`src/rtl/lsu_pkg.sv`:
```
// rtl/lsu_pkg.sv - shared types and helpers for the load/store controller
// Contents: size_e (access size encoding), state_e (controller FSM states),
//   lane_t (byte enables + lane-aligned data), misaligned_chk, lane_place.
package lsu_pkg;

  typedef enum logic [1:0] {
    SZ_WORD = 2'b00,
    SZ_HALF = 2'b01,
    SZ_BYTE = 2'b10,
    SZ_ILL  = 2'b11
  } size_e;

  typedef enum logic [1:0] {
    IDLE = 2'b00,
    REQ  = 2'b01,
    WAIT = 2'b10,
    DONE = 2'b11
  } state_e;

  typedef struct packed {
    logic [3:0]  be;
    logic [31:0] data;
  } lane_t;

  // The illegal size encoding is treated as misaligned so it never reaches memory.
  function automatic logic misaligned_chk(input size_e size, input logic [1:0] off);
    case (size)
      SZ_WORD: return off != 2'b00;
      SZ_HALF: return off[0];
      SZ_BYTE: return 1'b0;
      default: return 1'b1;
    endcase
  endfunction

  // Moves the low-order store payload onto its byte lanes; unused lanes are zero.
  function automatic lane_t lane_place(input size_e size, input logic [1:0] off,
                                       input logic [31:0] wdata);
    lane_t l;
    l.be   = 4'b0000;
    l.data = 32'h0;
    case (size)
      SZ_WORD: begin
        l.be   = 4'b1111;
        l.data = wdata;
      end
      SZ_HALF: begin
        l.be   = 4'b0011 << off;
        l.data = {16'h0, wdata[15:0]} << {off[1], 4'b0000};
      end
      SZ_BYTE: begin
        l.be   = 4'b0001 << off;
        l.data = {24'h0, wdata[7:0]} << {off, 3'b000};
      end
      default: begin
        l.be   = 4'b0000;
        l.data = 32'h0;
      end
    endcase
    return l;
  endfunction

endpackage

```
`src/rtl/lsu_mem_ctrl_if.sv`:
```
// rtl/lsu_mem_ctrl_if.sv - data-memory valid/ready bus
// Signals: mem_valid/mem_ready request handshake, mem_we/mem_addr/mem_wdata/mem_be
//   request payload, mem_rvalid/mem_rdata read return.
// Modports: master (controller side), slave (memory side).
interface lsu_mem_ctrl_if;
  logic        mem_valid;
  logic        mem_ready;
  logic        mem_we;
  logic [31:0] mem_addr;
  logic [31:0] mem_wdata;
  logic [3:0]  mem_be;
  logic        mem_rvalid;
  logic [31:0] mem_rdata;

  modport master (
    output mem_valid, mem_we, mem_addr, mem_wdata, mem_be,
    input  mem_ready, mem_rvalid, mem_rdata
  );

  modport slave (
    input  mem_valid, mem_we, mem_addr, mem_wdata, mem_be,
    output mem_ready, mem_rvalid, mem_rdata
  );
endinterface

```
`src/rtl/load_extend.sv`:
```
// rtl/load_extend.sv - selects and sign/zero-extends load data from a raw word
// Ports: rdata (raw memory word), offset (byte offset), size (access size),
//   uns (1 = zero-extend), result (extended load value).
module load_extend
  import lsu_pkg::*;
(
  input  logic [31:0] rdata,
  input  logic [1:0]  offset,
  input  size_e       size,
  input  logic        uns,
  output logic [31:0] result
);

  logic [7:0]  byte_sel;
  logic [15:0] half_sel;

  always_comb begin
    byte_sel = 8'h0;
    case (offset)
      2'd0:    byte_sel = rdata[7:0];
      2'd1:    byte_sel = rdata[15:8];
      2'd2:    byte_sel = rdata[23:16];
      default: byte_sel = rdata[31:24];
    endcase
    half_sel = offset[1] ? rdata[31:16] : rdata[15:0];

    result = 32'h0;
    case (size)
      SZ_WORD: result = rdata;
      SZ_HALF: result = {{16{half_sel[15] & ~uns}}, half_sel};
      SZ_BYTE: result = {{24{byte_sel[7] & ~uns}}, byte_sel};
      default: result = 32'h0;
    endcase
  end

endmodule

```
`src/rtl/lsu_mem_ctrl.sv`:
```
// rtl/lsu_mem_ctrl.sv - MEM-stage load/store controller
// Ports: clk, rst (sync active-high); req_valid/req_ready request handshake with
//   req_we/req_size/req_unsigned/req_addr/req_wdata; mem (data-memory bus, master);
//   rsp_valid/rsp_rdata completion; misaligned and bus_err error pulses; busy stall.
module lsu_mem_ctrl
  import lsu_pkg::*;
#(
  parameter int          TIMEOUT    = 16,
  parameter logic [31:0] RESET_ADDR = 32'h0000_0000
) (
  input  logic               clk,
  input  logic               rst,
  input  logic               req_valid,
  output logic               req_ready,
  input  logic               req_we,
  input  logic [1:0]         req_size,
  input  logic               req_unsigned,
  input  logic [31:0]        req_addr,
  input  logic [31:0]        req_wdata,
  lsu_mem_ctrl_if.master     mem,
  output logic               rsp_valid,
  output logic [31:0]        rsp_rdata,
  output logic               misaligned,
  output logic               bus_err,
  output logic               busy
);

  localparam int CW = $clog2(TIMEOUT + 1);

  state_e      state, state_nx;
  logic        we_q, uns_q;
  size_e       size_q;
  logic [1:0]  off_q;
  logic [31:0] addr_q, wdata_q, rdata_q;
  logic [3:0]  be_q;
  logic [CW-1:0] cnt_q;
  logic        misaligned_q, bus_err_q;

  size_e       req_sz;
  logic        accept, bad, timeout_hit, rdata_take;
  lane_t       lane;
  logic [31:0] ext;

  assign req_sz      = size_e'(req_size);
  assign accept      = (state == IDLE) && req_valid;
  assign bad         = misaligned_chk(req_sz, req_addr[1:0]);
  assign lane        = lane_place(req_sz, req_addr[1:0], req_wdata);
  // cnt_q counts completed WAIT cycles; this is the last one allowed.
  assign timeout_hit = cnt_q == CW'(TIMEOUT - 1);
  assign rdata_take  = mem.mem_rvalid &&
                       (((state == REQ) && mem.mem_ready && !we_q) || (state == WAIT));

  always_ff @(posedge clk) begin
    if (rst) state <= IDLE;
    else     state <= state_nx;
  end

  always_comb begin
    state_nx = state;
    case (state)
      IDLE: if (req_valid && !bad) state_nx = REQ;
      REQ:  if (mem.mem_ready) state_nx = (we_q || mem.mem_rvalid) ? DONE : WAIT;
      WAIT: begin
        if (mem.mem_rvalid)   state_nx = DONE;
        else if (timeout_hit) state_nx = IDLE;
      end
      default: state_nx = IDLE;
    endcase
  end

  always_comb begin
    req_ready     = state == IDLE;
    busy          = state != IDLE;
    mem.mem_valid = state == REQ;
    mem.mem_we    = (state == REQ) && we_q;
    rsp_valid     = state == DONE;
    rsp_rdata     = ((state == DONE) && !we_q) ? ext : 32'h0;
  end

  always_ff @(posedge clk) begin
    if (rst) begin
      we_q         <= 1'b0;
      uns_q        <= 1'b0;
      size_q       <= SZ_WORD;
      off_q        <= 2'b00;
      addr_q       <= RESET_ADDR;
      wdata_q      <= 32'h0;
      be_q         <= 4'h0;
      rdata_q      <= 32'h0;
      cnt_q        <= '0;
      misaligned_q <= 1'b0;
      bus_err_q    <= 1'b0;
    end else begin
      misaligned_q <= accept && bad;
      bus_err_q    <= (state == WAIT) && !mem.mem_rvalid && timeout_hit;
      if (accept) begin
        we_q   <= req_we;
        uns_q  <= req_unsigned;
        size_q <= req_sz;
        off_q  <= req_addr[1:0];
        // Bus-facing registers only move for accesses that will actually go out.
        if (!bad) begin
          addr_q  <= {req_addr[31:2], 2'b00};
          wdata_q <= req_we ? lane.data : 32'h0;
          be_q    <= req_we ? lane.be : 4'b1111;
        end
      end
      if (state == REQ)       cnt_q <= '0;
      else if (state == WAIT) cnt_q <= cnt_q + 1'b1;
      if (rdata_take) rdata_q <= mem.mem_rdata;
    end
  end

  assign mem.mem_addr  = addr_q;
  assign mem.mem_wdata = wdata_q;
  assign mem.mem_be    = be_q;
  assign misaligned    = misaligned_q;
  assign bus_err       = bus_err_q;

  load_extend u_load_extend (
    .rdata  (rdata_q),
    .offset (off_q),
    .size   (size_q),
    .uns    (uns_q),
    .result (ext)
  );

endmodule

```
`src/flat_wrapper.sv`:
```
// flat-port wrapper written by rule: the top's interface ports become plain ports
module lsu_mem_ctrl_flat import lsu_pkg::*;
#(
  parameter int          TIMEOUT    = 16,
  parameter logic [31:0] RESET_ADDR = 32'h0000_0000
)
  (clk, rst, req_valid, req_ready, req_we, req_size, req_unsigned, req_addr, req_wdata, rsp_valid, rsp_rdata, misaligned, bus_err, busy, mem_mem_valid, mem_mem_we, mem_mem_addr, mem_mem_wdata, mem_mem_be, mem_mem_ready, mem_mem_rvalid, mem_mem_rdata);
  lsu_mem_ctrl_if mem_i ();
  input  logic clk;
  input  logic rst;
  input  logic req_valid;
  output logic req_ready;
  input  logic req_we;
  input  logic [1:0] req_size;
  input  logic req_unsigned;
  input  logic [31:0] req_addr;
  input  logic [31:0] req_wdata;
  output logic rsp_valid;
  output logic [31:0] rsp_rdata;
  output logic misaligned;
  output logic bus_err;
  output logic busy;
  output wire logic [$bits(mem_i.mem_valid)-1:0] mem_mem_valid;
  output wire logic [$bits(mem_i.mem_we)-1:0] mem_mem_we;
  output wire logic [$bits(mem_i.mem_addr)-1:0] mem_mem_addr;
  output wire logic [$bits(mem_i.mem_wdata)-1:0] mem_mem_wdata;
  output wire logic [$bits(mem_i.mem_be)-1:0] mem_mem_be;
  input wire logic [$bits(mem_i.mem_ready)-1:0] mem_mem_ready;
  input wire logic [$bits(mem_i.mem_rvalid)-1:0] mem_mem_rvalid;
  input wire logic [$bits(mem_i.mem_rdata)-1:0] mem_mem_rdata;
  assign mem_mem_valid = mem_i.mem_valid;
  assign mem_mem_we = mem_i.mem_we;
  assign mem_mem_addr = mem_i.mem_addr;
  assign mem_mem_wdata = mem_i.mem_wdata;
  assign mem_mem_be = mem_i.mem_be;
  assign mem_i.mem_ready = mem_mem_ready;
  assign mem_i.mem_rvalid = mem_mem_rvalid;
  assign mem_i.mem_rdata = mem_mem_rdata;
  lsu_mem_ctrl #(.TIMEOUT(TIMEOUT), .RESET_ADDR(RESET_ADDR)) u_core (.clk(clk), .rst(rst), .req_valid(req_valid), .req_ready(req_ready), .req_we(req_we), .req_size(req_size), .req_unsigned(req_unsigned), .req_addr(req_addr), .req_wdata(req_wdata), .mem(mem_i), .rsp_valid(rsp_valid), .rsp_rdata(rsp_rdata), .misaligned(misaligned), .bus_err(bus_err), .busy(busy));
endmodule
```
`config.mk`:
```
export PLATFORM = sky130hd
export DESIGN_NAME = lsu_mem_ctrl_flat
export DESIGN_NICKNAME = d
export VERILOG_FILES = /design/src/rtl/lsu_pkg.sv /design/src/rtl/lsu_mem_ctrl_if.sv /design/src/rtl/load_extend.sv /design/src/rtl/lsu_mem_ctrl.sv /design/src/flat_wrapper.sv
export SDC_FILE = /design/constraint.sdc
export NUM_CORES = 1
export LEC_CHECK = 0
export CAP_MARGIN = 15
export CORE_AREA = 2 2 134 136
export CTS_CLUSTER_DIAMETER = 60
export DETAILED_ROUTE_END_ITERATION = 10
export DIE_AREA = 0 0 136 138
export DONT_BUFFER_PORTS = 1
export GPL_TIMING_DRIVEN = 0
export PLACE_DENSITY_LB_ADDON = 0.15
export SLEW_MARGIN = 20
export SYNTH_ARGS = -nofsm -noshare
export SYNTH_HDL_FRONTEND = slang
export SYNTH_SLANG_ARGS = --single-unit
```
`constraint.sdc`:
```
create_clock -name clk -period 5.1 [get_ports clk]
set_input_delay 0.255 -clock clk [delete_from_list [all_inputs] [get_ports clk]]
set_output_delay 0.255 -clock clk [all_outputs]
set_load 0.05 [all_outputs]
```
==> flow_summary_export.csv <==
group,metric,value,unit
run_status,status,"finished clean",
logic_synthesis,synth_area,5450,um^2
clock_network,clock-root-buffer,"clkbuf_16",
worst_setup_path,slowest_delay,0.94,ns
detailed_routing,routed_wl,19200,um
worst_setup_path,start_kind,"flip-flop",
logic_synthesis,yosys.area.top_type,"dfxtp_1",
logic_synthesis,yosysMostFrequentCell,"nand2_1",
clock_network,cts_resized,0,
floorplanning,floorplan.initialDensity,31.1,%
job,max_cap_violations,0,
logic_synthesis,synth-seq-cells,113,
global_routing,grt_pass1_wl,29100,um
detailed_routing,avgRoutedWirePerCell,18.6,um
global_routing,grt_overflow,0,
clock_network,cts_hold_buf,70,
detailed_routing,vias,5423,
pwr,ir_worst_vdd,0.242,mV
global_routing,met1_usage,23.2,%
global_routing,gr-max-usage-layer,"met2",
sta,fin_crit,3.35,ns
worst_setup_path,slowest_stage,"a21oi_1",
sta,final_hold_viol_count,0,
placed_design,place_congestion,0.828,
sta,fin_setup_tns,0,ns
clock_network,clock_path_buffers,2,
layout,final_nets,898,
clock_network,cts_sinks,113,
logic_synthesis,ys_seq_area_share,41.5,%
sta,period_share,65.7,%
sta,drv_slew,0,
worst_setup_path,crit_chain,"buf_2, and2_1, nand3b_1, clkbuf_1, a21oi_1",
logic_synthesis,synth_area_leaders,"dfxtp_1 42%, nand2_1 12%, a21oi_1 11%",
worst_setup_path,required,4.85,ns
detailed_routing,drc,0,
clock_network,cts_tree,"built",
worst_setup_path,end_kind,"output port",
logic_synthesis,synth_top_area_share,41.5,%
clock_network,htree_levels,4,
global_routing,antenna_found_initial,0,
sta,worst_pin_slew,1.16,ns
worst_setup_path,cp.arrival,3.09,ns
layout,diodes,0,
clock_network,post_cts_buffers,0,
global_routing,met3_usage,7.41,%
placed_design,hpwl,14100,um
detailed_routing,drt-initial-drc-count,269,
logic_synthesis,synth_cells,701,
logic_synthesis,synth_edf_count,0,
logic_synthesis,synth_area_per_cell,7.77,um^2
clock_network,clkTransAtPathRegs,0.05,ns
detailed_routing,ant_nets,0,
floorplanning,ioPinCount,212,
global_routing,grt_pass1_vias,5350,
logic_synthesis,async_flop_share,0,%
sta,slew_headroom,23.2,%
sta,rsz0062_at_grt,"false",
clock_network,clock_latency,0.42,ns
floorplanning,die_h,138,um
sta,skew,0.00827,ns
hold_path,min_path_type,"primary input to flip-flop",
layout,drive_gt1_share,8.60,%
detailed_routing,dr.pass1.iters,6,
layout,syn_to_final_growth,29.0,%
global_routing,use_met2,34.0,%
clock_network,numCtsBuffers,17,
pwr,finalPower,2.55,mW
placed_design,port_buffers,0,
floorplanning,fp-row-count,49,
floorplanning,chipWidth,136,um
floorplanning,die_area,18800,um^2
floorplanning,core_area,17500,um^2
pwr,p_leak,2.42,nW
detailed_routing,vias_per_cell,5.26,
worst_setup_path,crit_fanout,10,
logic_synthesis,synth_ff_type,"dfxtp_1",
global_routing,grt.total_usage,20.1,%
global_routing,grt_max_degree,17,
logic_synthesis,synth_warnings,0,
sta,fmax,0.299,GHz
sta,setup_viol,0,
logic_synthesis,synth_cell_types,47,
logic_synthesis,synthTopCellsByCount,"180 x nand2_1, 118 x a21oi_1, 113 x dfxtp_1",
pwr,power_density,362,nW/um^2
worst_setup_path,critPathKind,"flip-flop to output port",
==> cell usage in the layout, fill, tap and decap left out, types with 2 or more instances in the layout <==
cell type / count
and4b_1: 2
xnor2_1: 2
nand2_1: 180
buf_6: 7
nand2b_1: 7
a21o_1: 10
buf_2: 10
nor3b_1: 13
mux2_2: 18
a21oi_1: 117
dlygate4sd3_1: 70
clkbuf_1: 43
a22o_1: 9
nor3_1: 6
clkinv_2: 3
dfxtp_1: 113
a222oi_1: 7
bufinv_16: 3
nor2_1: 50
ha_1: 2
buf_1: 8
conb_1: 2
inv_1: 4
a22oi_1: 8
a32oi_1: 16
nor4bb_1: 4
nand3_1: 10
a221o_1: 8
nor2b_1: 4
clkbuf_16: 17
clkbuf_8: 3
and2_1: 12
nand3b_1: 4
o211ai_1: 9
buf_4: 3
==> worst paths after layout <==
| check | slack, ns | endpoint | start | cells after the start |
|---|---|---|---|---|
| max | 1.75 | rsp_rdata[8] | u_core.state[1] | 5 |
| max reg2reg | 2.97 | u_core.rdata_q[12] | u_core.state[1] | 6 |
| min reg2reg | 0.47 | u_core.rdata_q[14] | u_core.rdata_q[14] | 2 |
| min | 0.02 | u_core.state[0] | mem_mem_rvalid | 2 |
==> per-layer routing <==
layer	wire length (um)	share of wire, %
met1	7870	41
met2	9230	48
met3	1810	9.4
met4	321	1.7
met5	0	0
==> final cells by class <==
| cell class | instances | area [um^2] |
|---|---|---|
| Buffer | 67 | 328 |
| Clock buffer | 24 | 482 |
| Clock inverter | 6 | 105 |
| Fill cell | 1816 | 10500 |
| Inverter | 4 | 15.0 |
| Multi-Input combinational cell | 518 | 2850 |
| Sequential cell | 113 | 2260 |
| Tap cell | 229 | 287 |
| Timing Repair Buffer | 70 | 701 |
==> stage by stage <==
stage	util [%]	hold slack [ns]	area [um^2]	std cells	worst slack, ns
CTS	40.1	0.00337	7020	1031	1.76
detailed placement	32.7	0.398	5740	931	2.22
global placement	32.7	0.393	5740	931	2.23
global route	40.1	0.0303	7030	1031	1.61
floorplan	-	0.391	5450	702	2.67
finish	40.1	0.0152	7030	1031	1.75
==> flip-flops by register name, indices dropped and copies added, names as in the netlist <==
name and flops:
u_core.we_q 1, u_core.off_q 2, u_core.mem.mem_be 4, u_core.cnt_q 5
u_core.uns_q 1, u_core.mem.mem_wdata 32, u_core.size_q 2, u_core.rdata_q 32
u_core.bus_err 1, u_core.state 2, u_core.mem.mem_addr 30, u_core.misaligned 1
==> report_power, final <==
part	leakage [nW]	switching [mW]	internal, mW
registers	0.917	0.106	0.922
logic	1.21	0.191	0.127
clock network	0.290	0.401	0.798
==> critical path, delay by kind of cell (launching register included) <==
family / cells / cell delay (ns)
AOI/OAI and AO/OA: 1 / 0.94
buffers and inverters: 2 / 0.52
DFF: 1 / 0.33
and+or+nand+nor: 2 / 0.88
==> logic make-up (layout without fill, tap and decap cells) <==
family	after synthesis	in the layout	share of synthesized area, %
mux	19	19	4.14
compound gates	194	194	22.7
xor+xnor	2	2	0.322
buf+inv	71	171	6.30
fa+ha+maj	2	2	0.459
flops	113	113	41.5
simple gates	299	299	24.5
other cells	1	2	0.0689
(Power assumes the default switching activity.)
